`config.mk`:
```
export PLATFORM = sky130hd
export DESIGN_NAME = mdu_iter
export DESIGN_NICKNAME = d
export VERILOG_FILES = /design/src/rtl/mdu_iter_pkg.sv /design/src/rtl/mdu_iter_opdecode.sv /design/src/rtl/mdu_iter.sv
export SDC_FILE = /design/constraint.sdc
export NUM_CORES = 1
export LEC_CHECK = 0
export BUFFER_PORTS_ARGS = -buffer_cell sky130_fd_sc_hd__clkbuf_2
export CAP_MARGIN = 40
export CORE_MARGIN = 10
export CORE_UTILIZATION = 63
export CTS_CLUSTER_SIZE = 40
export DETAILED_ROUTE_END_ITERATION = 10
export PLACE_DENSITY = 0.93
export SLEW_MARGIN = 30
export SYNTH_ARGS = -nofsm -noshare
export SYNTH_HDL_FRONTEND = slang
export SYNTH_SLANG_ARGS = --single-unit
```
`constraint.sdc`:
```
create_clock -name clk -period 3.9 [get_ports clk]
set_clock_uncertainty 0.2 [all_clocks]
set_input_delay 0.975 -clock clk [delete_from_list [all_inputs] [get_ports clk]]
set_output_delay 0.975 -clock clk [all_outputs]
set_load 0.01 [all_outputs]
```
`src/rtl/mdu_iter_pkg.sv`:
```
// Shared definitions for the iterative RV32M multiply/divide unit:
// ALUCtrl operation codes, controller states and the decoded-operation record.
package mdu_iter_pkg;

    localparam int MDU_OP_W = 5;

    localparam logic [MDU_OP_W-1:0] ALU_ADD    = 5'b00000;
    localparam logic [MDU_OP_W-1:0] ALU_SUB    = 5'b00001;
    localparam logic [MDU_OP_W-1:0] ALU_MUL    = 5'b10000;
    localparam logic [MDU_OP_W-1:0] ALU_MULH   = 5'b10001;
    localparam logic [MDU_OP_W-1:0] ALU_MULHSU = 5'b10010;
    localparam logic [MDU_OP_W-1:0] ALU_MULHU  = 5'b10011;
    localparam logic [MDU_OP_W-1:0] ALU_DIV    = 5'b10100;
    localparam logic [MDU_OP_W-1:0] ALU_DIVU   = 5'b10101;
    localparam logic [MDU_OP_W-1:0] ALU_REM    = 5'b10110;
    localparam logic [MDU_OP_W-1:0] ALU_REMU   = 5'b10111;

    typedef enum logic [1:0] {
        MDU_IDLE,
        MDU_CALC,
        MDU_FIX,
        MDU_DONE
    } mdu_state_t;

    typedef struct packed {
        logic is_mdu;
        logic is_div;
        logic want_high;
        logic want_rem;
        logic a_signed;
        logic b_signed;
    } mdu_dec_t;

endpackage

```
`src/rtl/mdu_iter_opdecode.sv`:
```
// Combinational ALUCtrl decoder: classifies an M-extension code into
// operation kind, result selection and operand signedness.
module mdu_opdecode
    import mdu_iter_pkg::*;
(
    input  logic [MDU_OP_W-1:0] ALUCtrl,
    output mdu_dec_t            dec
);

    always_comb begin
        dec = '0;
        unique case (ALUCtrl)
            ALU_MUL:    dec = '{is_mdu: 1'b1, is_div: 1'b0, want_high: 1'b0, want_rem: 1'b0, a_signed: 1'b1, b_signed: 1'b1};
            ALU_MULH:   dec = '{is_mdu: 1'b1, is_div: 1'b0, want_high: 1'b1, want_rem: 1'b0, a_signed: 1'b1, b_signed: 1'b1};
            ALU_MULHSU: dec = '{is_mdu: 1'b1, is_div: 1'b0, want_high: 1'b1, want_rem: 1'b0, a_signed: 1'b1, b_signed: 1'b0};
            ALU_MULHU:  dec = '{is_mdu: 1'b1, is_div: 1'b0, want_high: 1'b1, want_rem: 1'b0, a_signed: 1'b0, b_signed: 1'b0};
            ALU_DIV:    dec = '{is_mdu: 1'b1, is_div: 1'b1, want_high: 1'b0, want_rem: 1'b0, a_signed: 1'b1, b_signed: 1'b1};
            ALU_DIVU:   dec = '{is_mdu: 1'b1, is_div: 1'b1, want_high: 1'b0, want_rem: 1'b0, a_signed: 1'b0, b_signed: 1'b0};
            ALU_REM:    dec = '{is_mdu: 1'b1, is_div: 1'b1, want_high: 1'b0, want_rem: 1'b1, a_signed: 1'b1, b_signed: 1'b1};
            ALU_REMU:   dec = '{is_mdu: 1'b1, is_div: 1'b1, want_high: 1'b0, want_rem: 1'b1, a_signed: 1'b0, b_signed: 1'b0};
            default:    dec = '0;
        endcase
    end

endmodule

```
`src/rtl/mdu_iter.sv`:
```
// Iterative RV32M unit: radix-2 shift-add multiply / restoring divide on magnitudes.
// Define MDU_FAST_SPECIAL_EN to retire divide-by-zero, overflow and zero multiplies in one cycle.
module mdu_iter
    import mdu_iter_pkg::*;
#(
    parameter int BITS  = 32,
    parameter int CNT_W = $clog2(BITS) + 1
) (
    input  logic                clk,
    input  logic                rst_n,
    input  logic                valid_i,
    input  logic [MDU_OP_W-1:0] ALUCtrl,
    input  logic [BITS-1:0]     op_a,
    input  logic [BITS-1:0]     op_b,
    input  logic                flush_i,
    output logic                ready_o,
    output logic                busy_o,
    output logic                done_o,
    output logic [BITS-1:0]     result_o
);

    localparam logic [BITS-1:0] MOST_NEG = {1'b1, {(BITS-1){1'b0}}};

    mdu_state_t       state;
    logic [CNT_W-1:0] cnt;
    logic [BITS-1:0]  acc_hi, acc_lo, mcand, spec_val;
    logic             is_div_q, want_high_q, want_rem_q, neg_res_q, neg_rem_q, special_q;

    mdu_dec_t         dec;
    logic             a_neg, b_neg, div_zero, div_ovf, accept;
    logic [BITS-1:0]  a_mag, b_mag, spec_val_d;
    logic [BITS:0]    mul_sum, div_shift, div_trial;
    logic [BITS-1:0]  hi_nxt, lo_nxt;
    logic [2*BITS-1:0] prod, prod_fix;
    logic [BITS-1:0]  quo_fix, rem_fix, fix_result;

    mdu_opdecode u_dec (
        .ALUCtrl (ALUCtrl),
        .dec     (dec)
    );

    always_comb begin
        a_neg    = dec.a_signed & op_a[BITS-1];
        b_neg    = dec.b_signed & op_b[BITS-1];
        a_mag    = a_neg ? -op_a : op_a;
        b_mag    = b_neg ? -op_b : op_b;
        div_zero = dec.is_div && (op_b == '0);
        div_ovf  = dec.is_div && dec.a_signed && (op_a == MOST_NEG) && (op_b == '1);
        accept   = (state == MDU_IDLE) && valid_i && ready_o && !flush_i && dec.is_mdu;
        // Zero multiplies fall through to '0, which only the fast path consumes.
        if (div_zero)
            spec_val_d = dec.want_rem ? op_a : '1;
        else if (div_ovf)
            spec_val_d = dec.want_rem ? '0 : op_a;
        else
            spec_val_d = '0;
    end

`ifdef MDU_FAST_SPECIAL_EN
    logic fast_special;
    assign fast_special = div_zero || div_ovf ||
                          (!dec.is_div && ((op_a == '0) || (op_b == '0)));
`endif

    // acc_hi/acc_lo double as product halves (multiply) or remainder/quotient (divide).
    always_comb begin
        mul_sum   = {1'b0, acc_hi} + {1'b0, (acc_lo[0] ? mcand : '0)};
        div_shift = {acc_hi, acc_lo[BITS-1]};
        div_trial = div_shift - {1'b0, mcand};
        if (is_div_q) begin
            if (!div_trial[BITS]) begin
                hi_nxt = div_trial[BITS-1:0];
                lo_nxt = {acc_lo[BITS-2:0], 1'b1};
            end else begin
                hi_nxt = div_shift[BITS-1:0];
                lo_nxt = {acc_lo[BITS-2:0], 1'b0};
            end
        end else begin
            hi_nxt = mul_sum[BITS:1];
            lo_nxt = {mul_sum[0], acc_lo[BITS-1:1]};
        end
    end

    always_comb begin
        prod     = {acc_hi, acc_lo};
        prod_fix = neg_res_q ? -prod : prod;
        quo_fix  = neg_res_q ? -acc_lo : acc_lo;
        rem_fix  = neg_rem_q ? -acc_hi : acc_hi;
        if (special_q)
            fix_result = spec_val;
        else if (is_div_q)
            fix_result = want_rem_q ? rem_fix : quo_fix;
        else
            fix_result = want_high_q ? prod_fix[2*BITS-1:BITS] : prod_fix[BITS-1:0];
    end

    always_ff @(posedge clk or negedge rst_n) begin
        if (!rst_n) begin
            state       <= MDU_IDLE;
            cnt         <= '0;
            acc_hi      <= '0;
            acc_lo      <= '0;
            mcand       <= '0;
            spec_val    <= '0;
            is_div_q    <= 1'b0;
            want_high_q <= 1'b0;
            want_rem_q  <= 1'b0;
            neg_res_q   <= 1'b0;
            neg_rem_q   <= 1'b0;
            special_q   <= 1'b0;
            ready_o     <= 1'b1;
            busy_o      <= 1'b0;
            done_o      <= 1'b0;
            result_o    <= '0;
        end else begin
            unique case (state)
                MDU_IDLE: begin
                    if (accept) begin
                        is_div_q    <= dec.is_div;
                        want_high_q <= dec.want_high;
                        want_rem_q  <= dec.want_rem;
                        neg_res_q   <= a_neg ^ b_neg;
                        neg_rem_q   <= a_neg;
                        special_q   <= div_zero || div_ovf;
                        spec_val    <= spec_val_d;
                        acc_hi      <= '0;
                        acc_lo      <= dec.is_div ? a_mag : b_mag;
                        mcand       <= dec.is_div ? b_mag : a_mag;
                        ready_o     <= 1'b0;
`ifdef MDU_FAST_SPECIAL_EN
                        if (fast_special) begin
                            state    <= MDU_DONE;
                            result_o <= spec_val_d;
                            done_o   <= 1'b1;
                        end else
`endif
                        begin
                            state  <= MDU_CALC;
                            cnt    <= CNT_W'(BITS);
                            busy_o <= 1'b1;
                        end
                    end
                end
                MDU_CALC: begin
                    if (flush_i) begin
                        state   <= MDU_IDLE;
                        ready_o <= 1'b1;
                        busy_o  <= 1'b0;
                    end else begin
                        acc_hi <= hi_nxt;
                        acc_lo <= lo_nxt;
                        cnt    <= cnt - CNT_W'(1);
                        if (cnt == CNT_W'(1))
                            state <= MDU_FIX;
                    end
                end
                MDU_FIX: begin
                    if (flush_i) begin
                        state   <= MDU_IDLE;
                        ready_o <= 1'b1;
                        busy_o  <= 1'b0;
                    end else begin
                        result_o <= fix_result;
                        state    <= MDU_DONE;
                        busy_o   <= 1'b0;
                        done_o   <= 1'b1;
                    end
                end
                MDU_DONE: begin
                    state   <= MDU_IDLE;
                    done_o  <= 1'b0;
                    ready_o <= 1'b1;
                end
                default: begin
                    state   <= MDU_IDLE;
                    ready_o <= 1'b1;
                    busy_o  <= 1'b0;
                    done_o  <= 1'b0;
                end
            endcase
        end
    end

endmodule

```
==> impl_metrics.py <==
metrics = {
    "status": {
        "status": "finished clean",
    },
    "setup_path": {
        "worst-setup-path-type": "flop to flop",
        "worst_path_most_repeated_cell": "or4_4",
        "crit_buf_inv": 1,
        "cpMaxStageDelayCell": "or4_4",
        "slowest_delay_ns": 0.62,
        "cp_top_family": "simple AND/OR/NAND/NOR gates",
        "critPathRequiredTime_ns": 4.03,
        "cp_cell_sequence": "buf_4 > or4_4 > nand2b_1 > or4_4 > o41ai_2 > xor2_1 > o22ai_1 > a21oi_1 > o21ai_1 > mux2_2",
        "end_kind": "flop",
        "critical_path_arrival_ns": 3.99,
        "start_kind": "flop",
        "cp_max_fo": 9,
    },
    "global_route": {
        "grt_antenna_before_repair": 1,
        "grt_pass1_wl_mm": 98.1,
        "overflow": 0,
        "grtUsageTotal": 0.370,
        "grt_start_max_net_pins": 82,
        "grt_pass1_vias": 17200,
    },
    "layout": {
        "num_antenna_cells": 0,
        "design_area_um2": 18600,
        "drive_gt1_frac": 0.157,
        "layout.nets": 2429,
        "syn_to_final_growth_pct": 11.8,
        "fin_cells": 2626,
    },
    "yosys": {
        "synth_warnings": 0,
        "synth.area.top_cells": "dfrtp_1 26%, a21oi_1 6.3%, o21ai_0 6.2%",
        "yosysTopAreaCellShare": 0.265,
        "synth_largest_area_cell": "dfrtp_1",
        "synth_top_flop_cell": "dfrtp_1",
        "netlist_area_um2": 16600,
        "async_flop_share": 1.00,
        "ys_seq_area_frac": 0.266,
        "avgSynthCellArea_um2": 7.63,
        "synth-seq-cells": 177,
        "syn-instance-count": 2182,
        "syn-num-nets": 2333,
        "synth_cell_type_count": 84,
        "synth_edf_count": 0,
    },
    "timing": {
        "rsz0062_at_grt": "false",
        "worst_pin_slew_ns": 0.762,
        "max_freq_mhz": 259,
        "setup_tns_ns": 0,
        "finalSetupViolCount": 0,
        "hold_violations": 0,
        "max_slew_margin": 0.492,
        "report.final.slew_viol_count": 0,
        "fin_crit_sh": 0.990,
        "period_minus_slack_ns": 3.86,
    },
    "power": {
        "finalPower_mw": 15.4,
        "p_per_area_nw_per_um2": 829,
        "p_leak_nw": 8.17,
        "peakVddDrop_mv": 0.818,
    },
    "job": {
        "drv_cap": 0,
    },
    "placed_design": {
        "gp_congestion": 1.06,
        "portBuffers": 107,
        "dp_cells": 2593,
        "placed_area_um2": 18000,
        "dp_hpwl_mm": 49.9,
    },
    "floorplanning": {
        "initial_core_util": 0.639,
        "die_y_um": 183,
        "core.rowCount": 59,
        "die_x_um": 183,
        "io_pins": 108,
        "die_area_um2": 33300,
        "core_um2": 26100,
    },
    "drt": {
        "drt-pass1-iter-count": 6,
        "wl_per_cell_um": 24.4,
        "routed_wl_mm": 64.1,
        "drc": 0,
        "drtAntennaViolNets": 0,
        "via_per_inst": 6.88,
        "drt-initial-drc-count": 2285,
        "via_count": 18100,
    },
    "clock_network": {
        "cts_tree": "yes",
        "clk_pin_slew_ns": 0.08,
        "clk_path_buf_depth": 2,
        "cts_sinks": 177,
        "clock_latency_ns": 0.45,
        "numCtsBuffers": 17,
        "htree_num_levels": 4,
        "postCtsHoldBufs": 0,
        "root_buffer": "clkbuf_16",
    },
    "worst_hold_path": {
        "hold_path_class": "flop to flop",
    },
}
==> kinds of logic after synthesis <==
kind of cell	Yosys count	synth area share
muxes	68	0.0443
DFF	177	0.266
xor gates and xnor gates	201	0.106
AOI/OAI and AO/OA	696	0.260
buffers and inverters	217	0.0503
and+or+nand+nor	745	0.214
adders and majority gates	78	0.0596
==> cells in the final DEF, fill, tap and decap left out, types with 14 or more instances in the layout <==
master     synthesis  layout
nor3_1            32      32
inv_1             61      61
a21oi_1          208     207
a22oi_1           17      17
nand2b_1          32      31
nand3_1           41      41
buf_4              0     119
clkbuf_16          0      17
clkbuf_2           0     106
xor2_1            94      94
nand3b_1          23      23
nor4_1            23      23
ha_1              76      74
a221oi_1          20      20
a211oi_1          38      37
a31oi_1           16      16
xnor2_1          107     107
and3_1            25      25
nand4_1           14      14
a221o_1           15      15
dfrtp_1          176     175
o211ai_1          17      17
or3_1             17      17
o21ai_0          206     205
mux2i_1           23      23
nor2_1           261     260
nand2_1          204     203
o31ai_1           34      31
mux2_2            45      45
a21o_1            30      30
==> sequential cells by signal (all words and copies together), names as in the netlist <==
register,flops
acc_hi,32
acc_lo,32
mcand,32
result_o,32
spec_val,32
cnt,6
state,2
busy_o,1
done_o,1
is_div_q,1
neg_rem_q,1
neg_res_q,1
ready_o,1
special_q,1
want_high_q,1
want_rem_q,1
==> where the power goes <==
part	leakage [nW]	switching (mW)	internal (mW)
Combinational	5.60	6.24	4.11
Clock	0.279	0.908	0.850
Sequential	2.29	0.858	2.46
Total	8.17	8.01	7.42
==> path summary, 6_finish.rpt <==
check                           from            to  slack, ns  cells after the start
max                        acc_hi[6]  result_o[27]       0.04                     10
min                         mcand[7]      mcand[7]       0.28                      2
max reg2reg                acc_hi[6]  result_o[27]       0.04                     10
min reg2reg                 mcand[7]      mcand[7]       0.28                      2
max in group asynchronous      rst_n       ready_o       2.33                      2
min in group asynchronous      rst_n      mcand[9]       0.32                      1
==> timing repair <==
| item | in CTS | in global routing |
|---|---|---|
| setup buffers | 0 | 0 |
| endpoints found under the hold margin | 0 | 0 |
| gates resized for setup | 0 | 8 |
| endpoints found under the setup margin | 0 | 7 |
==> final cells by class <==
cell class                 instances  area [um^2]
tap                              335          419
inverter                          63          236
fill                            2131         7450
multi-input combinational       1788        11400
clock inverter                    15          140
sequential                       177         4430
clock buffer                      17          425
timing repair buffer             231         1530
==> per-stage QoR <==
step	hold slack (ns)	util	worst slack, ns
floorplan	0.241	-	0.413
CTS	0.288	0.713	0.152
detailed placement	0.264	0.691	0.123
global route	0.303	0.714	0.00501
global placement	0.256	0.690	0.164
finish	0.282	0.714	0.0405
==> worst reg2reg max path: stages (launching register included) <==
cell,delay [ns]
dfrtp_1,0.45
buf_4,0.22
or4_4,0.56
nand2b_1,0.31
or4_4,0.62
o41ai_2,0.37
xor2_1,0.18
o22ai_1,0.10
a21oi_1,0.36
o21ai_1,0.10
mux2_2,0.27
==> Yosys cell counts, drive strengths merged, types with 17 or more instances <==
cell type / instances
or3: 18
a22oi: 17
mux2i: 23
o211ai: 18
buf: 23
and3: 25
nor3: 32
a211oi: 39
nor4: 25
nand2: 204
nor2: 261
dfrtp: 176
nand3b: 23
nand2b: 32
clkbuf: 131
xnor2: 107
nand3: 41
inv: 61
ha: 76
o31ai: 36
o21ai: 219
a221oi: 21
a21o: 30
xor2: 94
a21oi: 208
mux2: 45
==> metal layers <==
| layer | up-vias | part of all wire | global-route usage |
|---|---|---|---|
| met5 | - | 0.00020 | 0 |
| met4 | 2 | 0.068 | 0.225 |
| met3 | 306 | 0.13 | 0.104 |
| met2 | 1274 | 0.43 | 0.549 |
| met1 | 8470 | 0.38 | 0.470 |
| li1 | 8013 | - | - |
(Power assumes the default switching activity.)
